<file path="config.mk">
export PLATFORM = sky130hd
export DESIGN_NAME = ucie_lane_striper
export DESIGN_NICKNAME = d
export VERILOG_FILES = /design/src/rtl/ucie_lane_striper.sv
export SDC_FILE = /design/constraint.sdc
export NUM_CORES = 1
export LEC_CHECK = 0
export BUFFER_PORTS_ARGS = -buffer_cell sky130_fd_sc_hd__buf_4
export CAP_MARGIN = 20
export CORE_AREA = 4 4 309 311
export DETAILED_ROUTE_END_ITERATION = 8
export DIE_AREA = 0 0 313 315
export PLACE_DENSITY = 0.66
export SLEW_MARGIN = 10
export SYNTH_ARGS = -nofsm -noshare
export SYNTH_HDL_FRONTEND = slang
export SYNTH_SLANG_ARGS = --single-unit
</file>
<file path="constraint.sdc">
create_clock -name clk -period 2.9 [get_ports clk]
set_input_delay 0.58 -clock clk [delete_from_list [all_inputs] [get_ports clk]]
set_output_delay 0.58 -clock clk [all_outputs]
set_load 0.03 [all_outputs]
</file>
<file path="src/rtl/ucie_lane_striper.sv">
// ucie_lane_striper: splits RDI flits into per-channel chunks over the enabled SDR lanes,
// stretching a flit over several beats when lanes are degraded.
module ucie_lane_striper #(
  parameter int DATA_W = 384,
  parameter int NUM_CH = 2,
  parameter int CNT_W  = 16
) (
  input  logic                clk,
  input  logic                rst_n,
  input  logic [DATA_W-1:0]   lp_data,
  input  logic                lp_valid,
  input  logic                lp_irdy,
  output logic                pl_trdy,
  input  logic [NUM_CH-1:0]   i_ch_mask,
  input  logic                i_phy_rdy,
  output logic [DATA_W-1:0]   o_ch_data,
  output logic [NUM_CH-1:0]   o_ch_vld,
  output logic                o_last,
  output logic [CNT_W-1:0]    o_flit_cnt,
  output logic                o_mask_err,
  input  logic                i_err_clr
);
  localparam int CH_W = DATA_W / NUM_CH;
  localparam int BW   = $clog2(NUM_CH) + 1;
  typedef enum logic {IDLE, SEND} state_t;
  state_t              r_state, w_state_nxt;
  logic [DATA_W-1:0]   r_data, r_ch_data, w_src_data, w_map_data;
  logic [NUM_CH-1:0]   r_mask, r_ch_vld, w_src_mask, w_map_vld;
  logic [BW-1:0]       r_beat, w_src_beat;
  logic [CNT_W-1:0]    r_flit_cnt;
  logic                r_last, r_mask_err, w_map_last;
  logic                w_any, w_slot, w_accept, w_advance, w_done, w_err_set;
  assign w_any     = |i_ch_mask;
  // a new flit may enter when idle, or in the cycle the last beat is consumed
  assign w_slot    = (r_state == IDLE) | (r_last & i_phy_rdy);
  assign pl_trdy   = rst_n & w_slot & w_any;
  assign w_accept  = lp_valid & lp_irdy & pl_trdy;
  assign w_advance = (r_state == SEND) & i_phy_rdy;
  assign w_done    = w_advance & r_last;
  assign w_err_set = lp_valid & lp_irdy & w_slot & ~w_any;
  assign o_ch_data  = r_ch_data;
  assign o_ch_vld   = r_ch_vld;
  assign o_last     = r_last;
  assign o_flit_cnt = r_flit_cnt;
  assign o_mask_err = r_mask_err;
  always_comb begin
    w_state_nxt = r_state;
    if (r_state == IDLE)
      w_state_nxt = w_accept ? SEND : IDLE;
    else if (w_done)
      w_state_nxt = w_accept ? SEND : IDLE;
  end
  // beat being loaded next: beat 0 of a new flit, or the following beat of the current one
  always_comb begin
    int k;
    int r;
    w_src_data = w_accept ? lp_data : r_data;
    w_src_mask = w_accept ? i_ch_mask : r_mask;
    w_src_beat = w_accept ? '0 : r_beat + BW'(1);
    w_map_data = '0;
    w_map_vld  = '0;
    k = 0;
    r = 0;
    for (int n = 0; n < NUM_CH; n++)
      k = k + int'(w_src_mask[n]);
    for (int n = 0; n < NUM_CH; n++) begin
      if (w_src_mask[n]) begin
        for (int c = 0; c < NUM_CH; c++) begin
          if (c == int'(w_src_beat) * k + r) begin
            w_map_data[n*CH_W +: CH_W] = w_src_data[c*CH_W +: CH_W];
            w_map_vld[n] = 1'b1;
          end
        end
        r = r + 1;
      end
    end
    w_map_last = (int'(w_src_beat) + 1) * k >= NUM_CH;
  end
  always_ff @(posedge clk or negedge rst_n) begin
    if (!rst_n) begin
      r_state    <= IDLE;
      r_data     <= '0;
      r_mask     <= '0;
      r_beat     <= '0;
      r_ch_data  <= '0;
      r_ch_vld   <= '0;
      r_last     <= 1'b0;
      r_flit_cnt <= '0;
      r_mask_err <= 1'b0;
    end else begin
      r_state    <= w_state_nxt;
      r_mask_err <= i_err_clr ? 1'b0 : (r_mask_err | w_err_set);
      if (w_done)
        r_flit_cnt <= r_flit_cnt + CNT_W'(1);
      if (w_accept) begin
        r_data    <= lp_data;
        r_mask    <= i_ch_mask;
        r_beat    <= '0;
        r_ch_data <= w_map_data;
        r_ch_vld  <= w_map_vld;
        r_last    <= w_map_last;
      end else if (w_advance & ~r_last) begin
        r_beat    <= w_src_beat;
        r_ch_data <= w_map_data;
        r_ch_vld  <= w_map_vld;
        r_last    <= w_map_last;
      end else if (w_done) begin
        r_ch_vld  <= '0;
        r_last    <= 1'b0;
      end
    end
  end
endmodule

</file>
==> results of run 1 <==
## layer usage
layer,vias to the layer above,GRT usage [%],routed length [um]
met1,17500,34.9,55400
met4,4,10.4,4850
met5,-,0,27
met3,245,5.80,11200
met2,1559,43.7,65700
li1,15700,-,-
## through the flow
| step | setup WS, ps | cell area, um2 | total power [uW] | instances |
|---|---|---|---|---|
| 2_1_floorplan | -179 | 38800 | 37900 | 4133 |
| 3_3_place_gp | -158 | 46700 | 49700 | 6014 |
| 3_5_place_dp | -165 | 46700 | 50200 | 6014 |
| 4_1_cts | 4.83 | 49800 | 62400 | 6176 |
| 5_1_grt | -1.33 | 49900 | 65900 | 6190 |
| 6_report | 111 | 49900 | 62400 | 6194 |
## cell type report
cell class | count | share of cell area (%)
clock inverter | 43 | 1.05
timing repair buffer | 975 | 16.2
tap | 1254 | 3.14
multi-input combinational | 2988 | 34.5
sequential | 793 | 39.7
clock buffer | 118 | 5.21
antenna | 16 | 0.0802
inverter | 7 | 0.0526
## power by group through the flow
stage                     Sequential, uW  Clock, uW  Combinational, uW
after floorplan                    22400          0              15500
after global placement             19500          0              30200
after detailed placement           19600          0              30700
after CTS                          19400      12200              30800
after global routing               20000      12700              33200
final                              19600      12000              30800
## logic make-up after synthesis
group / synth area share, %
adders and majority gates: 0.312
muxes: 10.1
xor gates and xnor gates: 0.478
DFF: 51.5
and+or+nand+nor: 20.0
buffers and inverters: 4.05
AOI/OAI and AO/OA: 13.5
## synth_stat cells (2+ instances only)
library cell | instances | share of area (%)
mux2_2 | 2 | 0.058
clkbuf_1 | 148 | 1.4
a22o_1 | 193 | 4.4
dfrtp_1 | 793 | 52
nor3_1 | 195 | 2.5
a32o_1 | 192 | 5.0
ha_1 | 8 | 0.26
and3_1 | 2 | 0.032
xnor2_1 | 15 | 0.34
buf_4 | 7 | 0.14
buf_1 | 20 | 0.19
xor2_1 | 6 | 0.14
nand2_1 | 1552 | 15
nor2_1 | 208 | 2.0
a21oi_1 | 4 | 0.052
o31ai_1 | 192 | 3.7
inv_1 | 7 | 0.068
o21a_1 | 2 | 0.039
nand3_1 | 7 | 0.091
nand2b_1 | 3 | 0.049
mux2i_1 | 385 | 10
nand4_1 | 4 | 0.065
and2_1 | 2 | 0.032
buf_2 | 170 | 2.2
a21o_1 | 3 | 0.058
## path summary, 6_finish.rpt
kind / startpoint / to
max: o_last / o_ch_data[293]
min: i_err_clr / o_mask_err
max reg2reg: o_last / o_ch_data[293]
min reg2reg: o_flit_cnt[15] / o_flit_cnt[15]
max in group asynchronous: rst_n / o_ch_data[356]
min in group asynchronous: rst_n / o_ch_data[69]
## flip-flops by register name, indices dropped and copies added (netlist names)
register	cells
o_last	1
r_beat	2
r_state	1
r_data	384
o_mask_err	1
o_flit_cnt	16
o_ch_data	384
o_ch_vld	2
r_mask	2
## what timing repair did
action | CTS | global route
resized for setup | 0 | 9
endpoints found under the setup margin | 0 | 174
hold endpoints to repair | 1 | 0
hold buffers | 1 | 0
==> flow_metrics.tcl, run 1 <==
set metrics [dict create \
    outcome "finished clean" \
    synthFlopType "dfrtp_1" \
    p_comb_share_pct 49.3 \
    syn_inst 4133 \
    die_area_um2 98600 \
    finalSetupTns_ps 0 \
    ff2ff_setup_slack_ps 110 \
    nNetsFinal 5254 \
    utilization_pct 53.8 \
    clkLatencyLatePin_ps 660 \
    synth-seq-cells 793 \
    post_cts_buffers 0 \
    cap_violations 0 \
    drive_gt1_share_pct 23.4 \
    slowest_delay_ps 460 \
    synthArstFlopShare_pct 100 \
    n_fill_cell 8447 \
    coreArea_um2 92800 \
    p_clk_share_pct 19.3 \
    regArea_um2 19800 \
    cellPowerDensity_nw_per_um2 1250 \
    maxSlewViolCount 0 \
    routed_wl_um 137000 \
    maxSlewHeadroom_pct 26.5 \
    required_ps 3490 \
    viasPerCell 5.65 \
    seq_power_share_pct 31.4 \
    criticalPathCategory "reg2reg" \
    intPower_uw 35400 \
    ant_nets 0 \
    pin_count 797 \
    dr.pass1.iters 6 \
    cts_max_level 3 \
    worst_r2r_path_depth 11 \
    grt_pass1_wl_um 208000 \
    num_vias 35000 \
    antenna_found_initial 17 \
    avgSynthCellArea_um2 9.32 \
    final_common_cell "nand2_1" \
    multi_input_area_um2 17200 \
    wl_per_cell_um 22.1 \
    cpMaxStageDelayCell "dfrtp_1" \
    arrival_ps 3370 \
    start_util_pct 41.5 \
    setup_violations 0 \
    gp_congestion 0.876 \
    netlist_area_um2 38500 \
    yosysUniqueCellTypes 38 \
    path_max_fanout 26 \
    min_period_ps 2790 \
    hold_slack_ps 72.8 \
    numClockSinks 793 \
    vdd_drop_max_v 0.000767 \
    skew_ps 28.6 \
    ys.warnings.count 0 \
    detail_route.iter0.violations 3339 \
    grt_overflow_total 0 \
    worstMarginPinSlew_ps 1100 \
    cp.depth 11 \
    worstSetupEndpointType "flip-flop" \
    die_h_um 315 \
    cts_buffer_depth 3 \
    io_buffer_count 796 \
    synth_edf_count 0 \
    drc 0 \
    synth_nets 4534 \
    syn_to_final_growth_pct 29.7 \
    yosysSeqAreaShare_pct 51.5 \
    clk_pin_slew_ps 60 \
    crit_buf_inv 2 \
    tritoncts "yes" \
    clockRootBuffer "clkbuf_16" \
    rows 112 \
    hold_viol 0 \
    critPathTopFamily "compound AO/OA/AOI/OAI gates" \
    final_cell_mix "1,552 x nand2_1, 911 x buf_4, 793 x dfrtp_1, 384 x mux2i_1, 204 x nor2_1" \
    hold_path.class "in2reg" \
    first_global_vias 34300 \
    cts_buffers 88 \
    start_kind "flip-flop" \
    fmax_mhz 359 \
    die_x_um 313 \
    hpwl_um 93000 \
    grt_usage_pct 26.7 \
    leakage_uw 0.0262 \
    switching_share_pct 43.2 \
    grt_max_degree 191 \
    hold_depth 2 \
    cp_cell_sequence "a21bo_2 -> nand2b_4 -> nand3_2 -> nor2_2 -> ha_2 -> ha_4 -> xor2_2 -> a2111oi_4 -> buf_6 -> buf_12 -> a32o_1" \
    min_period_over_period_pct 96.2 \
    p_switching_uw 27000 \
]
No activity file was read; power rests on OpenSTA's default activity.
==> run 2, diff against run 1 <==
ABC_AREA = 1   (was not set)
CORE_AREA = 4 4 311 313   (was 4 4 309 311)
DIE_AREA = 0 0 315 317   (was 0 0 313 315)
PLACE_DENSITY = not set   (was 0.66)
==> flow_metrics.tcl, run 2 <==
set metrics [dict create \
    viasPerCell 4.97 \
    drive_gt1_share_pct 24.9 \
    clockRootBuffer "clkbuf_16" \
    hold_viol 0 \
    cellPowerDensity_nw_per_um2 1340 \
    syn_inst 4717 \
    hold_path.class "in2reg" \
    required_ps 3430 \
    coreArea_um2 94300 \
    synthArstFlopShare_pct 100 \
    yosysSeqAreaShare_pct 53.7 \
    drc 0 \
    synth_nets 5118 \
    tritoncts "yes" \
    start_util_pct 39.2 \
    grt_usage_pct 27.3 \
    nNetsFinal 6052 \
    pin_count 797 \
    synthFlopType "dfrtp_1" \
    leakage_uw 0.0269 \
    crit_buf_inv 7 \
    synth_common_cells "1,569 x nand2_1, 801 x inv_1, 793 x dfrtp_1, 389 x o21ai_0, 201 x nand3_1" \
    hold_depth 2 \
    die_h_um 317 \
    fmax_mhz 316 \
    numClockSinks 793 \
    first_global_vias 33400 \
    grt_max_degree 236 \
    min_period_over_period_pct 109 \
    slowest_delay_ps 410 \
    path_max_fanout 6 \
    p_clk_share_pct 16.5 \
    final_cell_mix "1,553 x nand2_1, 1,038 x buf_4, 794 x inv_1, 792 x dfrtp_1, 386 x o21ai_0" \
    vdd_drop_max_v 0.000822 \
    outcome "finished, violations left" \
    avgSynthCellArea_um2 7.83 \
    violations "setup timing" \
    min_period_ps 3160 \
    ff2ff_setup_slack_ps -260 \
    arrival_ps 3690 \
    yosysTopAreaCell "dfrtp_1" \
    grt_overflow_total 0 \
    synth-seq-cells 793 \
    io_buffer_count 796 \
    p_comb_share_pct 57.3 \
    r2r-end "o_ch_data[272]" \
    syn_to_final_growth_pct 37.6 \
    seq_power_share_pct 26.2 \
    yosysTopAreaCellShare_pct 53.7 \
    skew_ps 18.9 \
    start_kind "flip-flop" \
    clkLatencyLatePin_ps 660 \
    post-synth-top-count-cell "nand2_1" \
    r2r-start "o_last" \
    stdcell_area_um2 50800 \
    clk_pin_slew_ps 60 \
    dr.pass1.iters 8 \
    utilization_pct 53.9 \
    cts_buffer_depth 3 \
    whs_endpoint "o_mask_err" \
    cpMaxStageDelayCell "dfrtp_2" \
    cpMostUsedCell "nand2_2" \
    die_x_um 315 \
    dpl_cell_area_um2 46800 \
    netlist_area_um2 36900 \
    synth_edf_count 0 \
    min_from "i_err_clr" \
    die_area_um2 99900 \
    grt_pass1_wl_um 209000 \
    wl_per_cell_um 20.4 \
    cp_cell_sequence "nand2_2 -> nand2_4 -> nand4_1 -> nand2_2 -> buf_6 -> nand2_4 -> nand2_4 -> nor2_4 -> ha_2 -> inv_2 -> ha_4 -> nand2_2 -> inv_2 -> nand3_4 -> nand2_2 -> nand2_2 -> nor2_4 -> buf_12 -> buf_16 -> buf_8 -> buf_6 -> nand3_2 -> nand2_2 -> o21ai_2" \
    finalSetupTns_ps -36090 \
    detail_route.iter0.violations 3035 \
    fin_ws_ps -262 \
    maxSlewViolCount 0 \
    criticalPathCategory "reg2reg" \
    num_vias 34800 \
    worst_r2r_path_depth 24 \
    setup_violations 211 \
    hold_slack_ps 78.6 \
    rows 113 \
    routed_wl_um 143000 \
    rsz0062_at_grt "yes" \
    critPathTopFamily "simple AND/OR/NAND/NOR gates" \
    hpwl_um 96100 \
    maxSlewHeadroom_pct 26.8 \
    intPower_uw 37300 \
    cp.depth 24 \
    power.total_uw 68100 \
    n_fill_cell 8910 \
    switching_share_pct 45.2 \
    final_common_cell "nand2_1" \
    ys.warnings.count 0 \
    worstMarginPinSlew_ps 1100 \
    cts_buffers 91 \
    ant_nets 0 \
    synth_area_leaders "dfrtp_1 54%, nand2_1 16%, inv_1 8.1%" \
    yosysUniqueCellTypes 32 \
    p_switching_uw 30800 \
    cts_max_level 3 \
    gp_congestion 0.878 \
    worstSetupEndpointType "flip-flop" \
    cap_violations 0 \
    antenna_found_initial 21 \
]
==> run 2: cell count changes after synthesis, sizes merged, moves of 186 or more <==
cell	change
a21oi	+190
a22o	-193
a32o	-192
inv	+794
mux2i	-385
nand3	+196
nor2	-186
nor3	-193
o211ai	+192
o21ai	+578
o31ai	-192
==> run 2: cell families after synthesis <==
kind of cell | synth area share (%)
xor+xnor | 0.403
mux | 0.0305
flops | 53.7
simple gates | 19.3
fa+ha+maj | 0.325
compound gates | 14.4
buf+inv | 11.8
==> run 2: repair_timing <==
| action | in CTS | in global routing |
|---|---|---|
| hold buffers | 1 | 0 |
| buffers inserted | 15 | 6 |
| gates resized for setup | 53 | 82 |
| endpoints found under the setup margin | 386 | 425 |
| cloned | 3 | 13 |
| endpoints found under the hold margin | 10 | 0 |
| pin swaps | 28 | 29 |
==> run 2: worst max-delay path by stage <==
stage | startpoint | slack, ps | end
2_1_floorplan | i_ch_mask[1] | -90 | o_ch_data[374]
3_3_place_gp | lp_valid | -600 | o_ch_data[200]
3_5_place_dp | lp_valid | -670 | o_ch_data[267]
4_1_cts | o_last | -150 | o_ch_data[225]
5_1_grt | o_last | -430 | o_ch_data[253]
6_report | o_last | -260 | o_ch_data[272]
==> run 2: final cells by class <==
type / instances / area, um2 / share of cell area [%]
flip-flops and latches: 793 / 19800 / 39.0
multi-input cells: 2805 / 13300 / 26.2
repair buffers: 1159 / 10100 / 20.0
inverters: 801 / 3020 / 5.95
clock buffers: 134 / 2620 / 5.15
well taps: 1265 / 1580 / 3.11
clock inverters: 25 / 267 / 0.524
diodes: 16 / 40.0 / 0.0787
==> run 2: routing by layer <==
layer	track usage [%]	part of all wire, %	vias to the layer above
met5	0	0.060	-
li1	-	-	16600
met3	5.68	7.1	253
met1	35.4	41	16700
met2	44.5	48	1215
met4	12.1	4.4	12
==> run 2: power groups by stage <==
stage	logic (uW)	registers [uW]	clock network, uW
6_report	39000	17800	11200
5_1_grt	42300	18200	11900
4_1_cts	37400	17800	11500
3_5_place_dp	36400	17900	0
3_3_place_gp	36000	17800	0
2_1_floorplan	17100	21200	0
==> run 2: per-stage QoR <==
stage          setup slack (ps)  std cells
4_1_cts                    -148       6963
2_1_floorplan             -94.5       4717
5_1_grt                    -431       6994
3_3_place_gp               -599       6786
6_report                   -262       6998
3_5_place_dp               -665       6786
